===== src/rtl/srl_fifo_pkg.sv =====
// Shared sizing helpers for the SRL FIFO array: clog2 and the address/count width rules.
package srl_fifo_pkg;

    function automatic int clog2(input int n);
        int r;
        r = 0;
        while ((1 << r) < n) r++;
        return r;
    endfunction

    function automatic int addr_width(input int depth);
        return (clog2(depth) < 1) ? 1 : clog2(depth);
    endfunction

    // Count must represent DEPTH+1 when the output register is enabled.
    function automatic int count_width(input int depth);
        return clog2(depth + 2);
    endfunction

endpackage


===== src/rtl/srl_fifo_array_if.sv =====
// Packed multi-lane FIFO handshake bus; lane i occupies slice i of every vector.
interface srl_fifo_array_if #(
    parameter int DATA_WIDTH = 8,
    parameter int DEPTH      = 16,
    parameter int CHANNELS   = 4
);
    localparam int CW = srl_fifo_pkg::count_width(DEPTH);

    logic [CHANNELS-1:0]            if_write;
    logic [CHANNELS*DATA_WIDTH-1:0] if_din;
    logic [CHANNELS-1:0]            if_full_n;
    logic [CHANNELS-1:0]            if_read;
    logic [CHANNELS*DATA_WIDTH-1:0] if_dout;
    logic [CHANNELS-1:0]            if_empty_n;
    logic [CHANNELS-1:0]            almost_full;
    logic [CHANNELS*CW-1:0]         count;

    modport master (
        output if_write, if_din, if_read,
        input  if_full_n, if_dout, if_empty_n, almost_full, count
    );

    modport slave (
        input  if_write, if_din, if_read,
        output if_full_n, if_dout, if_empty_n, almost_full, count
    );

endinterface


===== src/rtl/srl_fifo_lane.sv =====
// One SRL FIFO lane: shift storage, occupancy counter, registered flags, optional output register.
module srl_fifo_lane
    import srl_fifo_pkg::*;
#(
    parameter int DATA_WIDTH = 8,
    parameter int DEPTH      = 16,
    parameter int AF_LEVEL   = DEPTH - 2,
    parameter bit OUT_REG    = 1'b0,
    parameter int AW         = addr_width(DEPTH),
    parameter int CW         = count_width(DEPTH)
) (
    input  logic                  clk,
    input  logic                  reset_n,
    input  logic                  write,
    input  logic [DATA_WIDTH-1:0] din,
    output logic                  full_n,
    input  logic                  read,
    output logic [DATA_WIDTH-1:0] dout,
    output logic                  empty_n,
    output logic                  almost_full,
    output logic [CW-1:0]         count
);

    localparam logic [CW-1:0] ONE      = CW'(1);
    localparam logic [CW-1:0] CNT_FULL = CW'(DEPTH);
    localparam logic [CW-1:0] CNT_AF   = CW'(AF_LEVEL);

    logic [DATA_WIDTH-1:0] srl [DEPTH];
    logic [CW-1:0]         srl_cnt, srl_cnt_nxt, count_nxt, count_q;
    logic [AW-1:0]         ptr;
    logic                  push, pop, load;
    logic                  oreg_v, oreg_v_nxt;
    logic [DATA_WIDTH-1:0] oreg;
    logic                  full_n_q, empty_n_q, af_q;

    assign push = write & full_n_q;
    assign pop  = read & empty_n_q;
    assign ptr  = (srl_cnt == '0) ? '0 : AW'(srl_cnt - ONE);

    always_comb begin
        load        = 1'b0;
        oreg_v_nxt  = oreg_v;
        srl_cnt_nxt = srl_cnt;
        if (OUT_REG) begin
            // Refill the output register whenever it is free or being consumed.
            load = (!oreg_v || pop) && (srl_cnt != '0);
            if (load)
                oreg_v_nxt = 1'b1;
            else if (pop)
                oreg_v_nxt = 1'b0;
            if (push && !load)
                srl_cnt_nxt = srl_cnt + ONE;
            else if (!push && load)
                srl_cnt_nxt = srl_cnt - ONE;
        end else begin
            if (push && !pop)
                srl_cnt_nxt = srl_cnt + ONE;
            else if (!push && pop)
                srl_cnt_nxt = srl_cnt - ONE;
        end
        count_nxt = srl_cnt_nxt + CW'(oreg_v_nxt);
    end

    always_ff @(posedge clk) begin
        if (push) begin
            srl[0] <= din;
            for (int i = 1; i < DEPTH; i++)
                srl[i] <= srl[i-1];
        end
    end

    always_ff @(posedge clk or negedge reset_n) begin
        if (!reset_n) begin
            srl_cnt   <= '0;
            oreg_v    <= 1'b0;
            oreg      <= '0;
            full_n_q  <= 1'b1;
            empty_n_q <= 1'b0;
            af_q      <= 1'b0;
            count_q   <= '0;
        end else begin
            srl_cnt   <= srl_cnt_nxt;
            oreg_v    <= oreg_v_nxt;
            if (load)
                oreg <= srl[ptr];
            full_n_q  <= (srl_cnt_nxt != CNT_FULL);
            empty_n_q <= OUT_REG ? oreg_v_nxt : (srl_cnt_nxt != '0);
            af_q      <= (count_nxt >= CNT_AF);
            count_q   <= count_nxt;
        end
    end

    assign full_n      = full_n_q;
    assign empty_n     = empty_n_q;
    assign almost_full = af_q;
    assign count       = count_q;
    assign dout        = OUT_REG ? oreg : srl[ptr];

endmodule


===== src/rtl/srl_fifo_array.sv =====
// CHANNELS independent SRL FIFO lanes sharing one packed handshake bus.
module srl_fifo_array
    import srl_fifo_pkg::*;
#(
    parameter int DATA_WIDTH = 8,
    parameter int DEPTH      = 16,
    parameter int CHANNELS   = 4,
    parameter int AF_LEVEL   = DEPTH - 2,
    parameter bit OUT_REG    = 1'b0
) (
    input logic             clk,
    input logic             reset_n,
    srl_fifo_array_if.slave bus
);

    localparam int CW = count_width(DEPTH);

    for (genvar i = 0; i < CHANNELS; i++) begin : g_lane
        srl_fifo_lane #(
            .DATA_WIDTH (DATA_WIDTH),
            .DEPTH      (DEPTH),
            .AF_LEVEL   (AF_LEVEL),
            .OUT_REG    (OUT_REG)
        ) u_lane (
            .clk         (clk),
            .reset_n     (reset_n),
            .write       (bus.if_write[i]),
            .din         (bus.if_din[i*DATA_WIDTH +: DATA_WIDTH]),
            .full_n      (bus.if_full_n[i]),
            .read        (bus.if_read[i]),
            .dout        (bus.if_dout[i*DATA_WIDTH +: DATA_WIDTH]),
            .empty_n     (bus.if_empty_n[i]),
            .almost_full (bus.almost_full[i]),
            .count       (bus.count[i*CW +: CW])
        );
    end

endmodule


===== src/flat_wrapper.sv =====
// flat-port wrapper written by rule: the top's interface ports become plain ports
module srl_fifo_array_flat import srl_fifo_pkg::*;
#(
    parameter int DATA_WIDTH = 8,
    parameter int DEPTH      = 16,
    parameter int CHANNELS   = 4,
    parameter int AF_LEVEL   = DEPTH - 2,
    parameter bit OUT_REG    = 1'b0
)
  (clk, reset_n, bus_if_write, bus_if_din, bus_if_read, bus_if_full_n, bus_if_dout, bus_if_empty_n, bus_almost_full, bus_count);
  srl_fifo_array_if #(.DATA_WIDTH(DATA_WIDTH), .DEPTH(DEPTH), .CHANNELS(CHANNELS)) bus_i ();
  input logic clk;
  input logic reset_n;
  input wire logic [$bits(bus_i.if_write)-1:0] bus_if_write;
  input wire logic [$bits(bus_i.if_din)-1:0] bus_if_din;
  input wire logic [$bits(bus_i.if_read)-1:0] bus_if_read;
  output wire logic [$bits(bus_i.if_full_n)-1:0] bus_if_full_n;
  output wire logic [$bits(bus_i.if_dout)-1:0] bus_if_dout;
  output wire logic [$bits(bus_i.if_empty_n)-1:0] bus_if_empty_n;
  output wire logic [$bits(bus_i.almost_full)-1:0] bus_almost_full;
  output wire logic [$bits(bus_i.count)-1:0] bus_count;
  assign bus_i.if_write = bus_if_write;
  assign bus_i.if_din = bus_if_din;
  assign bus_i.if_read = bus_if_read;
  assign bus_if_full_n = bus_i.if_full_n;
  assign bus_if_dout = bus_i.if_dout;
  assign bus_if_empty_n = bus_i.if_empty_n;
  assign bus_almost_full = bus_i.almost_full;
  assign bus_count = bus_i.count;
  srl_fifo_array #(.DATA_WIDTH(DATA_WIDTH), .DEPTH(DEPTH), .CHANNELS(CHANNELS), .AF_LEVEL(AF_LEVEL), .OUT_REG(OUT_REG)) u_core (.clk(clk), .reset_n(reset_n), .bus(bus_i));
endmodule

===== config.mk =====
export PLATFORM = sky130hd
export DESIGN_NAME = srl_fifo_array_flat
export DESIGN_NICKNAME = d
export VERILOG_FILES = /design/src/rtl/srl_fifo_pkg.sv /design/src/rtl/srl_fifo_array_if.sv /design/src/rtl/srl_fifo_lane.sv /design/src/rtl/srl_fifo_array.sv /design/src/flat_wrapper.sv
export SDC_FILE = /design/constraint.sdc
export NUM_CORES = 1
export LEC_CHECK = 0
export ABC_CLOCK_PERIOD_IN_PS = 11700
export BUFFER_PORTS_ARGS = -buffer_cell sky130_fd_sc_hd__buf_2
export CAP_MARGIN = 20
export CORE_ASPECT_RATIO = 0.9
export CORE_MARGIN = 5
export CORE_UTILIZATION = 55
export DETAILED_ROUTE_END_ITERATION = 7
export PLACE_DENSITY = 0.82
export SETUP_SLACK_MARGIN = 0.02
export SYNTH_ARGS = -nofsm -noshare
export SYNTH_HDL_FRONTEND = slang
export SYNTH_SLANG_ARGS = --single-unit

===== constraint.sdc =====
create_clock -name clk -period 11.7 [get_ports clk]
set_clock_uncertainty 0.1 [all_clocks]
set_input_delay 1.755 -clock clk [delete_from_list [all_inputs] [get_ports clk]]
set_output_delay 1.755 -clock clk [all_outputs]
set_load 0.03 [all_outputs]

==> results of run 1 <==
-- flip-flops by register name (all words and copies together) (netlist names) --
register                          cells
u_core.g_lane.u_lane.empty_n          4
u_core.g_lane.u_lane.srl            512
u_core.g_lane.u_lane.count           20
u_core.g_lane.u_lane.full_n           4
u_core.g_lane.u_lane.almost_full      4
-- critical path, cell delays in order, from the launching register on --
cell      delay [ns]
dfrtp_1         0.47
inv_1           0.12
ha_1            0.90
nor2b_1         0.63
nor2b_1         0.80
a22oi_1         0.21
o211ai_1        0.19
a32o_1          0.27
buf_2           0.22
-- per-stage QoR --
| step | power [µW] | hold slack, ns | cell area (µm²) | setup slack (ns) | std cells |
|---|---|---|---|---|---|
| floorplan | 5350 | 0.318 | 23000 | 5.90 | 1564 |
| global placement | 6100 | 0.322 | 23800 | 5.96 | 2117 |
| detailed placement | 6240 | 0.331 | 23800 | 6.07 | 2119 |
| CTS | 7990 | 0.345 | 25600 | 5.40 | 2216 |
| global route | 8390 | 0.349 | 25600 | 5.11 | 2219 |
| finish | 7970 | 0.344 | 25600 | 5.43 | 2219 |
-- power breakdown --
group	total [µW]	leakage, µW	switching [µW]	internal, µW
Sequential	2880	0.00535	269	2610
Clock	1710	0.000856	703	1010
Combinational	3380	0.00288	2240	1140
Total	7970	0.00909	3210	4760
-- placed cells by master, fill, tap and decap left out, types with 12 or more instances in the layout --
cell	count
a211oi_1	15
a21oi_1	26
a221oi_1	32
a222oi_1	18
a22oi_1	18
a32o_1	17
a32oi_1	17
buf_2	105
buf_4	17
clkbuf_1	12
clkbuf_16	53
dfrtp_1	24
edfxtp_1	512
inv_1	31
mux2_2	51
mux2i_1	86
nand2_1	154
nand2b_1	37
nand3_1	30
nor2_1	34
nor2b_1	19
o211ai_1	40
o21ai_0	85
o311ai_0	20
o31ai_1	17
xnor2_1	12
-- area by class of cell --
type                            instances  area [µm²]
Clock inverter                         28         308
Multi-Input combinational cell        868        6140
Inverter                               36         145
Antenna cell                            1        2.50
Clock buffer                           69        1430
Fill cell                            2996       16000
Tap cell                              547         684
Sequential cell                       544       16200
Timing Repair Buffer                  126         734
-- final timing paths --
check	end	depth (start not counted)	startpoint
hold reg to reg	u_core.g_lane[3].u_lane.srl[11][3]$_DFFE_PP_	0	u_core.g_lane[3].u_lane.srl[10][3]$_DFFE_PP_
max in group asynchronous	u_core.g_lane[3].u_lane.count[0]$_DFF_PN0_	1	reset_n
hold / removal	u_core.g_lane[3].u_lane.srl[11][3]$_DFFE_PP_	0	u_core.g_lane[3].u_lane.srl[10][3]$_DFFE_PP_
min in group asynchronous	u_core.g_lane[2].u_lane.count[2]$_DFF_PN0_	1	reset_n
setup reg to reg	u_core.g_lane[1].u_lane.almost_full$_DFF_PN0_	7	u_core.g_lane[1].u_lane.count[0]$_DFF_PN0_
setup / recovery	bus_if_dout[2]	8	u_core.g_lane[0].u_lane.count[1]$_DFF_PN0_
-- cell families after synthesis --
kind of cell / Yosys count / share of synthesized area [%]
AND/OR/NAND/NOR: 321 / 6.84
buffers and inverters: 152 / 2.94
flip-flops: 544 / 70.4
XOR/XNOR: 17 / 0.648
multiplexers: 137 / 6.24
adder cells (fa/ha/maj): 14 / 0.740
AO/OA/AOI/OAI: 379 / 12.2
-- metal layers --
metal / routed length (µm) / vias to the layer above / track usage, % / part of all wire [%]
met3: 3900 / 81 / 3.82 / 8.4
met1: 20100 / 6856 / 29.1 / 43
met2: 21700 / 682 / 30.4 / 47
li1: - / 6291 / - / -
met5: 13 / - / 0 / 0.028
met4: 869 / 2 / 6.01 / 1.9
==> impl_metrics.tcl, run 1 <==
set metrics [dict create \
    fin_crit_ns 6.27 \
    yosys_warnings 0 \
    cts-resized-gates 0 \
    drc_errors 0 \
    cap_violations 0 \
    p_leak_uw 0.00909 \
    wl_per_cell_um 21.0 \
    worstSetupEndpointType "output pin" \
    synth-edff-count 512 \
    cts_root_buf "clkbuf_16" \
    synth_cells 1564 \
    antenna_found_initial 2 \
    hold_class "reg -> reg" \
    cts.path.max_buffers 3 \
    cp.arrival_ns 4.41 \
    setup_violations 0 \
    dp_hpwl_mm 28.0 \
    yosys.cell_count.top_type "edfxtp_1" \
    core_area_mm2 0.0416 \
    grt_usage_pct 19.8 \
    synth-main-ff-cell "edfxtp_1" \
    grt_pass1_wl_mm 74.3 \
    cts_setup_buffers 0 \
    slew_viol_final 0 \
    area_delta_synth_final_pct 11.5 \
    io_pins 106 \
    synthTopCellsByCount "512 x edfxtp_1, 154 x nand2_1, 86 x mux2i_1" \
    drtAntennaViolNets 0 \
    cts.sinks 544 \
    viasPerCell 6.27 \
    ys_seq_area_share_pct 70.4 \
    slew_headroom_pct 31.1 \
    path_class "reg -> out" \
    drive_gt1_share_pct 17.4 \
    required_ns 9.85 \
    ir_drop_v 0.000300 \
    num_rows 71 \
    yosys.area.top_type "edfxtp_1" \
    initial_core_util_pct 55.3 \
    netlist_area_mm2 0.0230 \
    cts_buffers 53 \
    power_density_mw_per_mm2 311 \
    syn_nets 1618 \
    nets 1683 \
    grt.overflow.total 0 \
    avgSynthCellArea_um2 14.7 \
    tritoncts "yes" \
    io_buffers 105 \
    clk_latency_ns 0.58 \
    ys_ff_latch 544 \
    die-area_mm2 0.0460 \
    synth_top_area_share_pct 66.9 \
    drt_iter0_markers 1633 \
    grt_pass1_vias 13700 \
    die_y_um 204 \
    gp_congestion 0.841 \
    vias 13900 \
    cts_max_level 2 \
    dr.pass1.iters 8 \
    hold_buffers 0 \
    die_x_um 226 \
    hold_viol_final 0 \
    finish.utilization_pct 61.6 \
    drt_wl_total_mm 46.6 \
    grt_max_degree 100 \
    synthArstFlopShare_pct 5.88 \
    synthTopCellsByArea "edfxtp_1 67%, mux2i_1 3.7%, dfrtp_1 3.0%" \
    fin_crit_sh_pct 53.6 \
    reg2reg_setup_slack_ns 7.98 \
    cp-start-kind "flop" \
    fmax_ghz 0.160 \
    yosysUniqueCellTypes 72 \
    tightest_slew_ns 1.03 \
    clkTransAtPathRegs_ns 0.06 \
    outcome "complete, no violations" \
    fin_tns_setup_ns 0 \
    rsz0062_at_grt "false" \
    critPathMaxFanout 23 \
]
Note: power is estimated with default switching activity, not from simulation.
==> run 2: changes to the inputs <==
--- a/config.mk
+++ b/config.mk
@@ -5,7 +5,7 @@
 export SDC_FILE = /design/constraint.sdc
 export NUM_CORES = 1
 export LEC_CHECK = 0
-export ABC_CLOCK_PERIOD_IN_PS = 11700
+export ABC_CLOCK_PERIOD_IN_PS = 5900
 export BUFFER_PORTS_ARGS = -buffer_cell sky130_fd_sc_hd__buf_2
 export CAP_MARGIN = 20
 export CORE_ASPECT_RATIO = 0.9
==> constraint.sdc (replaced) <==
create_clock -name clk -period 5.9 [get_ports clk]
set_clock_uncertainty 0.1 [all_clocks]
set_input_delay 0.885 -clock clk [delete_from_list [all_inputs] [get_ports clk]]
set_output_delay 0.885 -clock clk [all_outputs]
set_load 0.03 [all_outputs]
==> run 2 against run 1 <==
Effect of this change: clock power is 98% higher; critical path depth stayed put; register-to-register slack worse by 5.2 ns; worst hold slack worse by 0.047 ns; non-clock buffer count is 1 lower; core utilization is 0.066 points lower; worst setup slack worse by 4.6 ns; largest power group unchanged.
==> impl_metrics.tcl, run 2 (synthesized netlist as in run 1, its figures left out) <==
set metrics [dict create \
    drt_iter0_markers 1756 \
    area_delta_synth_final_pct 11.3 \
    cp_slowest_cell "ha_1" \
    vias 13800 \
    largest_register_ffs 512 \
    antenna_found_initial 1 \
    final_cell_mix "512 x edfxtp_1, 154 x nand2_1, 106 x buf_2" \
    viasPerCell 6.21 \
    hold_viol_final 0 \
    setup_violations 0 \
    slew_viol_final 0 \
    tightest_slew_ns 1.05 \
    cp.arrival_ns 4.04 \
    grt_pass1_vias 13500 \
    fin_tns_setup_ns 0 \
    holdWs_ns 0.297 \
    slew_headroom_pct 29.8 \
    worstRegToRegCells 7 \
    grt_max_degree 98 \
    cap_violations 0 \
    die_y_um 204 \
    rsz0062_at_grt "false" \
    dp_hpwl_mm 27.8 \
    worstSetupEndpointType "output pin" \
    required_ns 4.91 \
    path_class "reg -> out" \
    grt.overflow.total 0 \
    core_area_mm2 0.0416 \
    drc_errors 0 \
    power_density_mw_per_mm2 615 \
    io_buffers 105 \
    nets 1683 \
    cts_root_buf "clkbuf_16" \
    outcome "complete, no violations" \
    dr.pass1.iters 6 \
    tritoncts "yes" \
    fin_area_mm2 0.0256 \
    largest-register "u_core.g_lane.u_lane.srl" \
    drtAntennaViolNets 0 \
    drt_wl_total_mm 46.1 \
    cts.path.max_buffers 3 \
    path_buf_inv 2 \
    hold_buffers 0 \
    cts-resized-gates 0 \
    grt_usage_pct 19.4 \
    wl_per_cell_um 20.8 \
    cts.sinks 544 \
    cts_setup_buffers 0 \
    r2r_start "u_core.g_lane[1].u_lane.full_n$_DFF_PN1_" \
    clkTransAtPathRegs_ns 0.06 \
    critPathMaxFanout 23 \
    io_pins 106 \
    drive_gt1_share_pct 17.3 \
    hold_class "in -> async" \
    fmax_ghz 0.199 \
    crit_path_cell_trace "inv_1 > ha_1 > nor2b_1 > nor2b_1 > a22oi_1 > o211ai_1 > a32o_1 > buf_2" \
    cts_max_level 2 \
    fin_crit_sh_pct 85.1 \
    grt_pass1_wl_mm 72.9 \
    gp_congestion 0.844 \
    cp-start-kind "flop" \
    fillers 2951 \
    die_x_um 226 \
    num_rows 71 \
    post_dp_cell_area_mm2 0.0238 \
    path_delay_family "simple AND/OR/NAND/NOR gates" \
    critPathMaxStageDelay_ns 0.90 \
    final_common_cell "edfxtp_1" \
    die-area_mm2 0.0460 \
    reg2reg_setup_slack_ns 2.79 \
    cts_buffers 54 \
    antenna_cells 0 \
    ir_drop_v 0.000703 \
    cpMostUsedCell "nor2b_1" \
    p_leak_uw 0.00908 \
    initial_core_util_pct 55.3 \
    fin_crit_ns 5.02 \
    reg2reg_to "u_core.g_lane[1].u_lane.almost_full$_DFF_PN0_" \
    clk_latency_ns 0.60 \
]
-- run 2: cell count changes in the layout (fill, tap and decap cells not counted), sizes merged --
cell,delta
buf,-1
clkbuf,+5
inv,+3
bufinv,-3
diode,-1
clkinv,-3
-- run 2: worst register-to-register path, delay by kind of cell, from the launching register on --
kind	cells	cell delay, ns
DFF	1	0.54
AOI/OAI and AO/OA	2	0.35
xor gates and xnor gates	1	0.21
and+or+nand+nor	2	0.39
buffers and inverters	2	1.37
-- run 2: metrics by stage --
step                setup WS, ns  cells  utilization [%]  total power, µW
CTS                        0.831   2217             61.5            15800
finish                     0.878   2219             61.6            15700
floorplan                  0.965   1564                -            10600
global placement            1.66   2117             57.3            12100
global route               0.599   2219             61.6            16600
detailed placement          1.49   2118             57.3            12300
-- run 2: how the worst max path moves through the flow --
stage	end	slack, ns	from	depth (start not counted)
detailed placement	bus_if_dout[21]	1.49	u_core.g_lane[2].u_lane.count[1]$_DFF_PN0_	8
finish	bus_if_dout[1]	0.88	u_core.g_lane[0].u_lane.count[1]$_DFF_PN0_	8
global route	bus_if_dout[21]	0.60	u_core.g_lane[2].u_lane.count[1]$_DFF_PN0_	8
global placement	bus_if_dout[7]	1.66	u_core.g_lane[0].u_lane.count[1]$_DFF_PN0_	8
floorplan	u_core.g_lane[0].u_lane.almost_full$_DFF_PN0_	0.97	bus_if_write[0]	6
CTS	bus_if_dout[21]	0.83	u_core.g_lane[2].u_lane.count[1]$_DFF_PN0_	8
-- run 2: area by class of cell --
cell class	count	area, µm²	share of cell area (%)
multi-input combinational	868	6140	24.0
tap	547	684	2.67
sequential	544	16200	63.2
clock inverter	25	234	0.914
inverter	36	145	0.567
timing repair buffer	125	693	2.71
clock buffer	74	1520	5.92
-- run 2: power by group --
part           total (µW)  internal, µW  switching (µW)
logic                6680          2260            4420
clock network        3390          1970            1420
registers            5670          5170             503
total               15700          9400            6350
-- run 2: layer usage --
layer  wire length [µm]  GRT usage, %
met5                  0             0
met4               1040          5.92
met3               3440          3.68
met2              21800          30.3
met1              19800          28.1
